$ cat src/rtl/rb_apb_pkg.sv
// Shared state type and sizing helpers for the APB4-to-register-bus bridge.
// Sizes that depend on DATA_W come from the helper functions.
package rb_apb_pkg;

    typedef enum logic [1:0] {
        IDLE  = 2'd0,
        ISSUE = 2'd1,
        WAIT  = 2'd2,
        RESP  = 2'd3
    } rb_br_state_e;

    // Helper values for the default 32-bit data path.
    localparam int RB_DATA_W = 32;
    localparam int STRB_W    = RB_DATA_W / 8;
    localparam int ALIGN_LSB = $clog2(STRB_W);

    function automatic int rb_strb_w(input int data_w);
        return data_w / 8;
    endfunction

    function automatic int rb_align_lsb(input int data_w);
        return $clog2(data_w / 8);
    endfunction

    // A zero timeout still needs a one-bit counter so the port map stays uniform.
    function automatic int rb_tmo_cnt_w(input int timeout);
        return (timeout < 1) ? 1 : $clog2(timeout + 1);
    endfunction

endpackage

$ cat src/rtl/rb_tmo_cnt.sv
// Strobe-to-ack timeout down-counter: load on transfer start, count while waiting,
// expire in the last allowed cycle. TIMEOUT=0 never expires.
module rb_tmo_cnt
    import rb_apb_pkg::*;
#(
    parameter int TIMEOUT = 16,
    parameter int CNT_W   = rb_tmo_cnt_w(TIMEOUT)
) (
    input  logic i_clk,
    input  logic i_reset,
    input  logic i_load,
    input  logic i_en,
    output logic o_expire
);

    logic [CNT_W-1:0] r_cnt;

    always_ff @(posedge i_clk) begin
        if (i_reset) begin
            r_cnt <= '0;
        end else if (i_load) begin
            r_cnt <= CNT_W'(TIMEOUT);
        end else if (i_en && (r_cnt != '0)) begin
            r_cnt <= r_cnt - CNT_W'(1);
        end
    end

    // Count value 1 marks the TIMEOUT-th waiting cycle.
    assign o_expire = (TIMEOUT != 0) && i_en && (r_cnt == CNT_W'(1));

endmodule

$ cat src/rtl/rb_apb4_bridge.sv
// Registered APB4 slave that turns one APB transfer into a single-cycle register-bus
// strobe, waits for the ack with a bounded timeout and returns PREADY/PRDATA/PSLVERR.
module rb_apb4_bridge
    import rb_apb_pkg::*;
#(
    parameter int ADDR_W      = 12,
    parameter int DATA_W      = 32,
    parameter int TIMEOUT     = 16,
    parameter int CHECK_PROT  = 0,
    parameter int CHECK_ALIGN = 1
) (
    input  logic                  apb_pclk,
    input  logic                  apb_preset,
    input  logic [ADDR_W-1:0]     apb_paddr,
    input  logic                  apb_psel,
    input  logic                  apb_penable,
    input  logic                  apb_pwrite,
    input  logic [DATA_W-1:0]     apb_pwdata,
    input  logic [DATA_W/8-1:0]   apb_pstrb,
    input  logic [2:0]            apb_pprot,
    output logic                  apb_pready,
    output logic [DATA_W-1:0]     apb_prdata,
    output logic                  apb_pslverr,
    output logic                  rd_en,
    output logic                  wr_en,
    output logic [ADDR_W-1:0]     raddr,
    output logic [ADDR_W-1:0]     waddr,
    output logic [DATA_W-1:0]     wdata,
    output logic [DATA_W/8-1:0]   wstrb,
    input  logic [DATA_W-1:0]     rdata,
    input  logic                  rack,
    input  logic                  wack,
    input  logic                  raddrerr,
    input  logic                  waddrerr,
    output logic                  bus_tmo
);

    localparam int                SW         = rb_strb_w(DATA_W);
    localparam int                AL         = rb_align_lsb(DATA_W);
    localparam logic [ADDR_W-1:0] ALIGN_MASK = ADDR_W'((1 << AL) - 1);

    rb_br_state_e      r_state, w_state_nxt;
    logic              r_write;
    logic [ADDR_W-1:0] r_addr;
    logic [DATA_W-1:0] r_wdata, r_prdata, w_prdata_nxt;
    logic [SW-1:0]     r_wstrb;
    logic              r_pslverr, w_err_nxt;
    logic              r_bus_tmo, w_tmo_nxt;
    logic              w_start, w_chk_fail, w_ack, w_addrerr;
    logic              w_cnt_load, w_cnt_en, w_expire;
    logic              w_unused_prot;

    assign w_unused_prot = ^{apb_pprot[2], apb_pprot[0]};

    // Rejections are decided on the live access-phase inputs, before any strobe.
    assign w_chk_fail = ((CHECK_PROT != 0) && apb_pprot[1])
                     || ((CHECK_ALIGN != 0) && ((apb_paddr & ALIGN_MASK) != '0))
                     || (!apb_pwrite && (apb_pstrb != '0));

    assign w_ack     = r_write ? wack     : rack;
    assign w_addrerr = r_write ? waddrerr : raddrerr;

    rb_tmo_cnt #(
        .TIMEOUT (TIMEOUT)
    ) u_tmo_cnt (
        .i_clk    (apb_pclk),
        .i_reset  (apb_preset),
        .i_load   (w_cnt_load),
        .i_en     (w_cnt_en),
        .o_expire (w_expire)
    );

    always_ff @(posedge apb_pclk) begin
        if (apb_preset) begin
            r_state   <= IDLE;
            r_write   <= 1'b0;
            r_addr    <= '0;
            r_wdata   <= '0;
            r_wstrb   <= '0;
            r_prdata  <= '0;
            r_pslverr <= 1'b0;
            r_bus_tmo <= 1'b0;
        end else begin
            r_state   <= w_state_nxt;
            r_prdata  <= w_prdata_nxt;
            r_pslverr <= w_err_nxt;
            r_bus_tmo <= w_tmo_nxt;
            if (w_start) begin
                r_write <= apb_pwrite;
                r_addr  <= apb_paddr;
                r_wdata <= apb_pwdata;
                r_wstrb <= apb_pstrb;
            end
        end
    end

    // Response fields are only non-zero on the transition into RESP.
    always_comb begin
        w_state_nxt  = r_state;
        w_prdata_nxt = '0;
        w_err_nxt    = 1'b0;
        w_tmo_nxt    = 1'b0;
        w_start      = 1'b0;
        w_cnt_load   = 1'b0;
        w_cnt_en     = 1'b0;
        case (r_state)
            IDLE: begin
                if (apb_psel && apb_penable) begin
                    w_start = 1'b1;
                    if (w_chk_fail) begin
                        w_state_nxt = RESP;
                        w_err_nxt   = 1'b1;
                    end else begin
                        w_state_nxt = ISSUE;
                        w_cnt_load  = 1'b1;
                    end
                end
            end
            ISSUE, WAIT: begin
                if (!apb_psel) begin
                    w_state_nxt = IDLE;
                end else begin
                    w_cnt_en = 1'b1;
                    // An ack in the expiry cycle still completes the transfer cleanly.
                    if (w_ack) begin
                        w_state_nxt  = RESP;
                        w_err_nxt    = w_addrerr;
                        w_prdata_nxt = r_write ? '0 : rdata;
                    end else if (w_expire) begin
                        w_state_nxt = RESP;
                        w_err_nxt   = 1'b1;
                        w_tmo_nxt   = 1'b1;
                    end else begin
                        w_state_nxt = WAIT;
                    end
                end
            end
            RESP:    w_state_nxt = IDLE;
            default: w_state_nxt = IDLE;
        endcase
    end

    assign apb_pready  = (r_state == RESP);
    assign apb_prdata  = r_prdata;
    assign apb_pslverr = r_pslverr;
    assign bus_tmo     = r_bus_tmo;
    assign rd_en       = (r_state == ISSUE) && !r_write;
    assign wr_en       = (r_state == ISSUE) && r_write;
    assign raddr       = r_addr;
    assign waddr       = r_addr;
    assign wdata       = r_wdata;
    assign wstrb       = r_wstrb;

endmodule
$ cat config.mk
export PLATFORM = sky130hd
export DESIGN_NAME = rb_apb4_bridge
export DESIGN_NICKNAME = d
export VERILOG_FILES = /design/src/rtl/rb_apb_pkg.sv /design/src/rtl/rb_tmo_cnt.sv /design/src/rtl/rb_apb4_bridge.sv
export SDC_FILE = /design/constraint.sdc
export NUM_CORES = 1
export LEC_CHECK = 0
export ABC_AREA = 1
export CORE_AREA = 5 5 84 86
export DETAILED_ROUTE_END_ITERATION = 12
export DIE_AREA = 0 0 89 91
export DONT_BUFFER_PORTS = 1
export GPL_ROUTABILITY_DRIVEN = 0
export PLACE_DENSITY = 0.71
export SLEW_MARGIN = 20
export SYNTH_ARGS = -nofsm -noshare
export SYNTH_HDL_FRONTEND = slang
export SYNTH_SLANG_ARGS = --single-unit
$ cat constraint.sdc
create_clock -name apb_pclk -period 1.21 [get_ports apb_pclk]
set_input_delay 0.1815 -clock apb_pclk [delete_from_list [all_inputs] [get_ports apb_pclk]]
set_output_delay 0.1815 -clock apb_pclk [all_outputs]
set_load 0.02 [all_outputs]
# Word-level counts from Yosys, hierarchy flattened
# Index checks and enable logic that the tools add are counted.
[word_totals]
out_inout_bits = 97
word_cells = 60
ff_bits = 90
in_bits = 92
[classes]
n_bitwise = 3
addsub = 1
n_reduce_logical = 18
eq_ne = 5
n_mux = 23
[op_table]
columns = ["operator", "count"]
rows = [
  ["$mux W1", 16],
  ["$reduce_bool A12 Y1", 1],
  ["$mux W5", 2],
  ["$logic_and A1 B1 Y1", 6],
  ["$mux W2", 3],
  ["$pmux W2 S3", 1],
  ["$eq A5 B1 Y1 const B", 1],
  ["$reduce_bool A5 Y1", 1],
  ["$reduce_or A5 Y1", 1],
  ["$sub A5 B1 Y5 const B", 1],
  ["$eq A2 B2 Y1 const B", 2],
  ["$reduce_bool A4 Y1", 1],
  ["$reduce_or A2 Y1", 2],
  ["$reduce_or A4 Y1", 1],
  ["$not A1 Y1", 3],
  ["$eq A2 B1 Y1 const B", 1],
  ["$logic_not A1 Y1", 2],
  ["$logic_not A2 Y1", 1],
  ["$ne A2 B2 Y1 const B", 1],
  ["$pmux W1 S2", 1],
  ["$reduce_bool A2 Y1", 1],
  ["$logic_or A1 B1 Y1", 1],
]

# Longest topological paths before layout
[logic_depth]
depth_word = 8
depth_mapped = 9
ltp_nobuf = 9

# Hierarchy
# Synthesis repeated with hierarchy kept, for this count alone.
[unflattened]
hier_cells = 417
area_unflattened_um2 = 3301.9
[modules_own_cells]
columns = ["module", "area_each_um2", "cells_each", "seq_area_each_um2", "n_inst"]
rows = [
  ["rb_apb4_bridge", 3015.4, 376, 1701.6, 1],
  ["rb_tmo_cnt", 286.5, 41, 100.1, 1],
]

# Worst setup path before layout
# No wires, ideal clock.
[synth_path]
path_kind = "flip-flop to flip-flop"
from = "register r_state[0]"
to = "register u_tmo_cnt.r_cnt[1]"
required_ns = 1.140
setup_ns = 0.070
stages_incl_launch_ff = 8
n_path_buf = 0
t_arrival_ns = 1.206
synth_period_minus_slack_ns = 1.275
setup_slack_ns = -0.065
cell_sequence = "dfxtp_1 inv_1 ha_1 nand2_1 inv_2 nand2_2 or2_0 a21oi_1"
[synth_between]
elab_chain_len = 4
word_cells_on_any_way = 8
cone_classes = "2 x eq/ne; 2 x mux; 4 x reduce/logical"
[synth_lines]
columns = ["item", "line_no", "source"]
rows = [
  ["from (decl)", "rb_apb4_bridge.sv:42", "rb_br_state_e r_state, w_state_nxt;"],
  ["from (signal assigned)", "rb_apb4_bridge.sv:84", "r_state <= w_state_nxt;"],
  ["$eq A2 B1 Y1 / $eq A2 B2 Y1 (equally long branches)", "rb_apb4_bridge.sv:106", "case (r_state)"],
  ["$reduce_or A2 Y1", "rb_apb4_bridge.sv:106", ""],
  ["$mux W1", "rb_apb4_bridge.sv:106", ""],
  ["$logic_and A1 B1 Y1", "rb_tmo_cnt.sv:23", "end else if (i_en && (r_cnt != '0)) begin"],
  ["to (signal assigned)", "rb_tmo_cnt.sv:22", "r_cnt <= CNT_W'(TIMEOUT);"],
  ["to (signal assigned)", "rb_tmo_cnt.sv:24", "r_cnt <= r_cnt - CNT_W'(1);"],
  ["to (decl)", "rb_tmo_cnt.sv:16", "logic [CNT_W-1:0] r_cnt;"],
]
# Several ways; a longest one is shown, not always the timed one.
# A chain may end at the register's enable or synchronous reset.

# Final worst setup path
[layout_path]
from = "register r_state[1]"
to = "output port rd_en"
[layout_between]
elab_chain_len = 2
[layout_lines]
columns = ["item", "line_no", "source"]
rows = [
  ["$eq A2 B1 Y1", "rb_apb4_bridge.sv:147", "assign rd_en = (r_state == ISSUE) && !r_write;"],
  ["$logic_and A1 B1 Y1", "rb_apb4_bridge.sv:147", ""],
  ["to (decl)", "rb_apb4_bridge.sv:24", "output logic rd_en,"],
]
# No other way between the ends.

==> results.cfg <==
[floorplanning]
core_um2 = 6205
die_x_um = 89
die_y_um = 91
dieArea_um2 = 8099
start_util_pct = 52.71
ios = 189
row_count = 29

[finish]
final_nets = 579
fillers = 385
area_growth_pct = 49.73
regArea_um2 = 1810
finalNonFillerCells = 564
multiInputGateArea_um2 = 1612
layout-drive-gt1-share_pct = 40.74
final_util_pct = 78.93

[logic_synthesis]
synth_area_um2 = 3271
yosysWarnings = 0
synth_top_family_by_area = simple AND/OR/NAND/NOR gates
ys_ff_latch = 90
muxShareOfSynthArea_pct = 0
synth.yosys.seq_area_share_pct = 55.09
synth_fp_nets = 514
synth_xor_area_share_pct = 0.2678
synthArstFlopShare_pct = 0
synth_top_cell_by_area = dfxtp_1
synth_edf_count = 0
yosys.area.top_type_share_pct = 55.09
ys.flop_type = dfxtp_1
yosysMostFrequentCell = nand2_1
synth_cells = 416
synth_compound_area_share_pct = 9.679
synth_fa_ha_area_share_pct = 2.295
yosys-top-cells-count = nand2_1, dfxtp_1, a21oi_1
synthSimpleGateAreaFrac_pct = 21.50
yosys-top-cells-area = dfxtp_1, nand2_1, a21oi_1
synth_area_per_cell_um2 = 7.862
ys_types = 24

[clock_network]
cts_sinks = 90
clkLatencyLatePin_ps = 360
cts_tree = built
root_buffer = clkbuf_8
cts_buffer_depth = 2
path_clk_slew_ps = 90
ctsHoldBuffers = 33
cts_made_buffers = 9
cts_max_level = 3

[grt]
met3_usage_pct = 6.606
antenna_found_initial = 0
overflow = 0
grt_usage_pct = 23.83
grt_use_met2_pct = 42.33
grt_util_met1_pct = 25.33
grt_pass1_vias = 3016
grt.busiest_layer = met2
grt_pass1_wl_um = 14840
grt_max_degree = 53

[critical_path]
required_ps = 1030
r2r_end = r_state[0]$_SDFFE_PP0P_
cp-startpoint = r_state[1]$_SDFFE_PP0P_
timing.rr.start = r_state[1]$_SDFFE_PP0P_
crit_chain = inv_2 -> buf_6 -> ha_4 -> inv_2 -> nor2_2 -> buf_6
cp_slowest_stage_delay_ps = 340
crit_path_top_delay_cell = dfxtp_2
crit_end = rd_en
arrival_ps = 1270
startpoint_type = register
end_kind = primary output
crit_fanout = 2
crit_type = register to primary output
r2r_slack_ps = -230
worst-r2r-cell-count = 10

[timing]
fin_crit_sh_pct = 120.0
final_max_slew_viol_count = 0
timing.slew.headroom_pct = 77.88
hold_viol_final = 50
finalClockSkew_ps = 9.774
hold_slack_ps = -123.1
fin_crit_ps = 1452
setup_violations = 93
worst_slew_pin_slew_ps = 331.3
rsz0062_at_grt = yes
tns_ps = -15580
fmax_mhz = 688.7
layout_setup_ws_ps = -241.9

[pwr]
p_total_mw = 7.744
pwr_density_cell_nw_per_um2 = 1581
p_leak_nw = 2.081
ir_worst_vdd_uv = 1172

[flow_run]
cap_violations = 0

[run_status]
violations = negative hold slack, negative setup slack
status = finished, violations left

[placement]
dp_hpwl_um = 5765
placed_cells = 492
place_ws_ps = -91.91
io_buffers = 0

[detailed_routing]
num_vias = 3037
drt_iter0_markers = 189
wirelength_um = 11250
final_antenna_net_count = 0
first_pass_iters = 4
drcViolationCount = 0
via_per_inst = 5.385
wl_per_cell_um = 19.95

[worst_hold_path]
min_from = apb_preset
min_path_type = input pin to register
-- cell usage in the layout (no fill, tap or decap), types with 2 or more instances in the layout --
cell type / instances
dfxtp_1: 83
nand2_1: 67
a21oi_2: 43
inv_1: 41
nor2_1: 35
nand2_2: 33
dlygate4sd3_1: 33
buf_4: 26
nand2_4: 25
a21oi_1: 12
buf_6: 11
clkbuf_8: 9
buf_12: 7
dfxtp_2: 7
inv_2: 5
nor2_2: 4
clkbuf_16: 4
o21ai_0: 3
nand4_1: 3
ha_1: 3
inv_8: 2
nand3_1: 2
ha_4: 2
clkinvlp_4: 2
inv_6: 2
buf_16: 2
-- stage by stage --
| stage | hold WS, ps | cell area, µm² |
|---|---|---|
| 2_1_floorplan | 293.7 | 3288 |
| 3_3_place_gp | 254.7 | 3478 |
| 3_5_place_dp | 256.6 | 3478 |
| 4_1_cts | -125.9 | 4453 |
| 5_1_grt | -142.4 | 4895 |
| 6_report | -123.1 | 4897 |
-- what timing repair did --
item	4_1_cts	5_1_grt
cloned	7	6
buffers inserted	11	3
endpoints found under the hold margin	84	51
endpoints found under the setup margin	88	93
resized for setup	52	122
pin swaps	17	45
-- critical path: cells and delay by family, from the launching register on --
kind / cells / cell delay [ps]
adder cells (fa/ha/maj): 1 / 140
buffers and inverters: 4 / 340
AND/OR/NAND/NOR: 1 / 90
flip-flops: 1 / 340
-- worst min path at each step --
stage                               end  slack [ps]  cells past startpoint
2_1_floorplan  apb_prdata[0]$_SDFF_PP0_         290                      2
3_3_place_gp     wdata[24]$_SDFFE_PP0P_         250                      1
3_5_place_dp     wdata[18]$_SDFFE_PP0P_         260                      1
4_1_cts         r_state[1]$_SDFFE_PP0P_        -130                      1
5_1_grt          wdata[29]$_SDFFE_PP0P_        -140                      1
6_report         wdata[24]$_SDFFE_PP0P_        -120                      1
-- area by class of cell --
type	instances	area share, %
clock buffers	10	2.606
clock inverters	6	1.507
inverters	49	4.216
repair buffers	84	19.60
repair inverters	1	0.1788
diodes	1	0.05110
flip-flops and latches	90	36.97
well taps	77	1.967
multi-input cells	246	32.91
-- per-layer routing --
| layer | share of wire, % | up-vias |
|---|---|---|
| met2 | 53 | 177 |
| met5 | 0 | - |
| met4 | 3.5 | 0 |
| li1 | - | 1397 |
| met1 | 33 | 1427 |
| met3 | 9.5 | 36 |
-- sequential cells by signal, indices dropped and copies added (netlist names) --
name             flops
r_write              1
apb_pslverr          1
wstrb                4
apb_prdata          32
bus_tmo              1
u_tmo_cnt.r_cnt      5
raddr               12
wdata               32
r_state              2
-- report_power, final --
| group | internal (mW) | switching (mW) | leakage (nW) |
|---|---|---|---|
| combinational | 0.997 | 1.09 | 1.25 |
| sequential | 3.19 | 0.387 | 0.733 |
| clock | 0.981 | 1.10 | 0.0950 |
| total | 5.16 | 2.58 | 2.08 |
-- cells by family (layout without fill, tap and decap cells) --
family | count (synthesis) | after routing
buffers and inverters | 80 | 150
flip-flops | 90 | 90
AO/OA/AOI/OAI | 62 | 62
other | 0 | 1
adder cells (fa/ha/maj) | 6 | 6
AND/OR/NAND/NOR | 177 | 177
XOR/XNOR | 1 | 1
(Power assumes the default switching activity.)
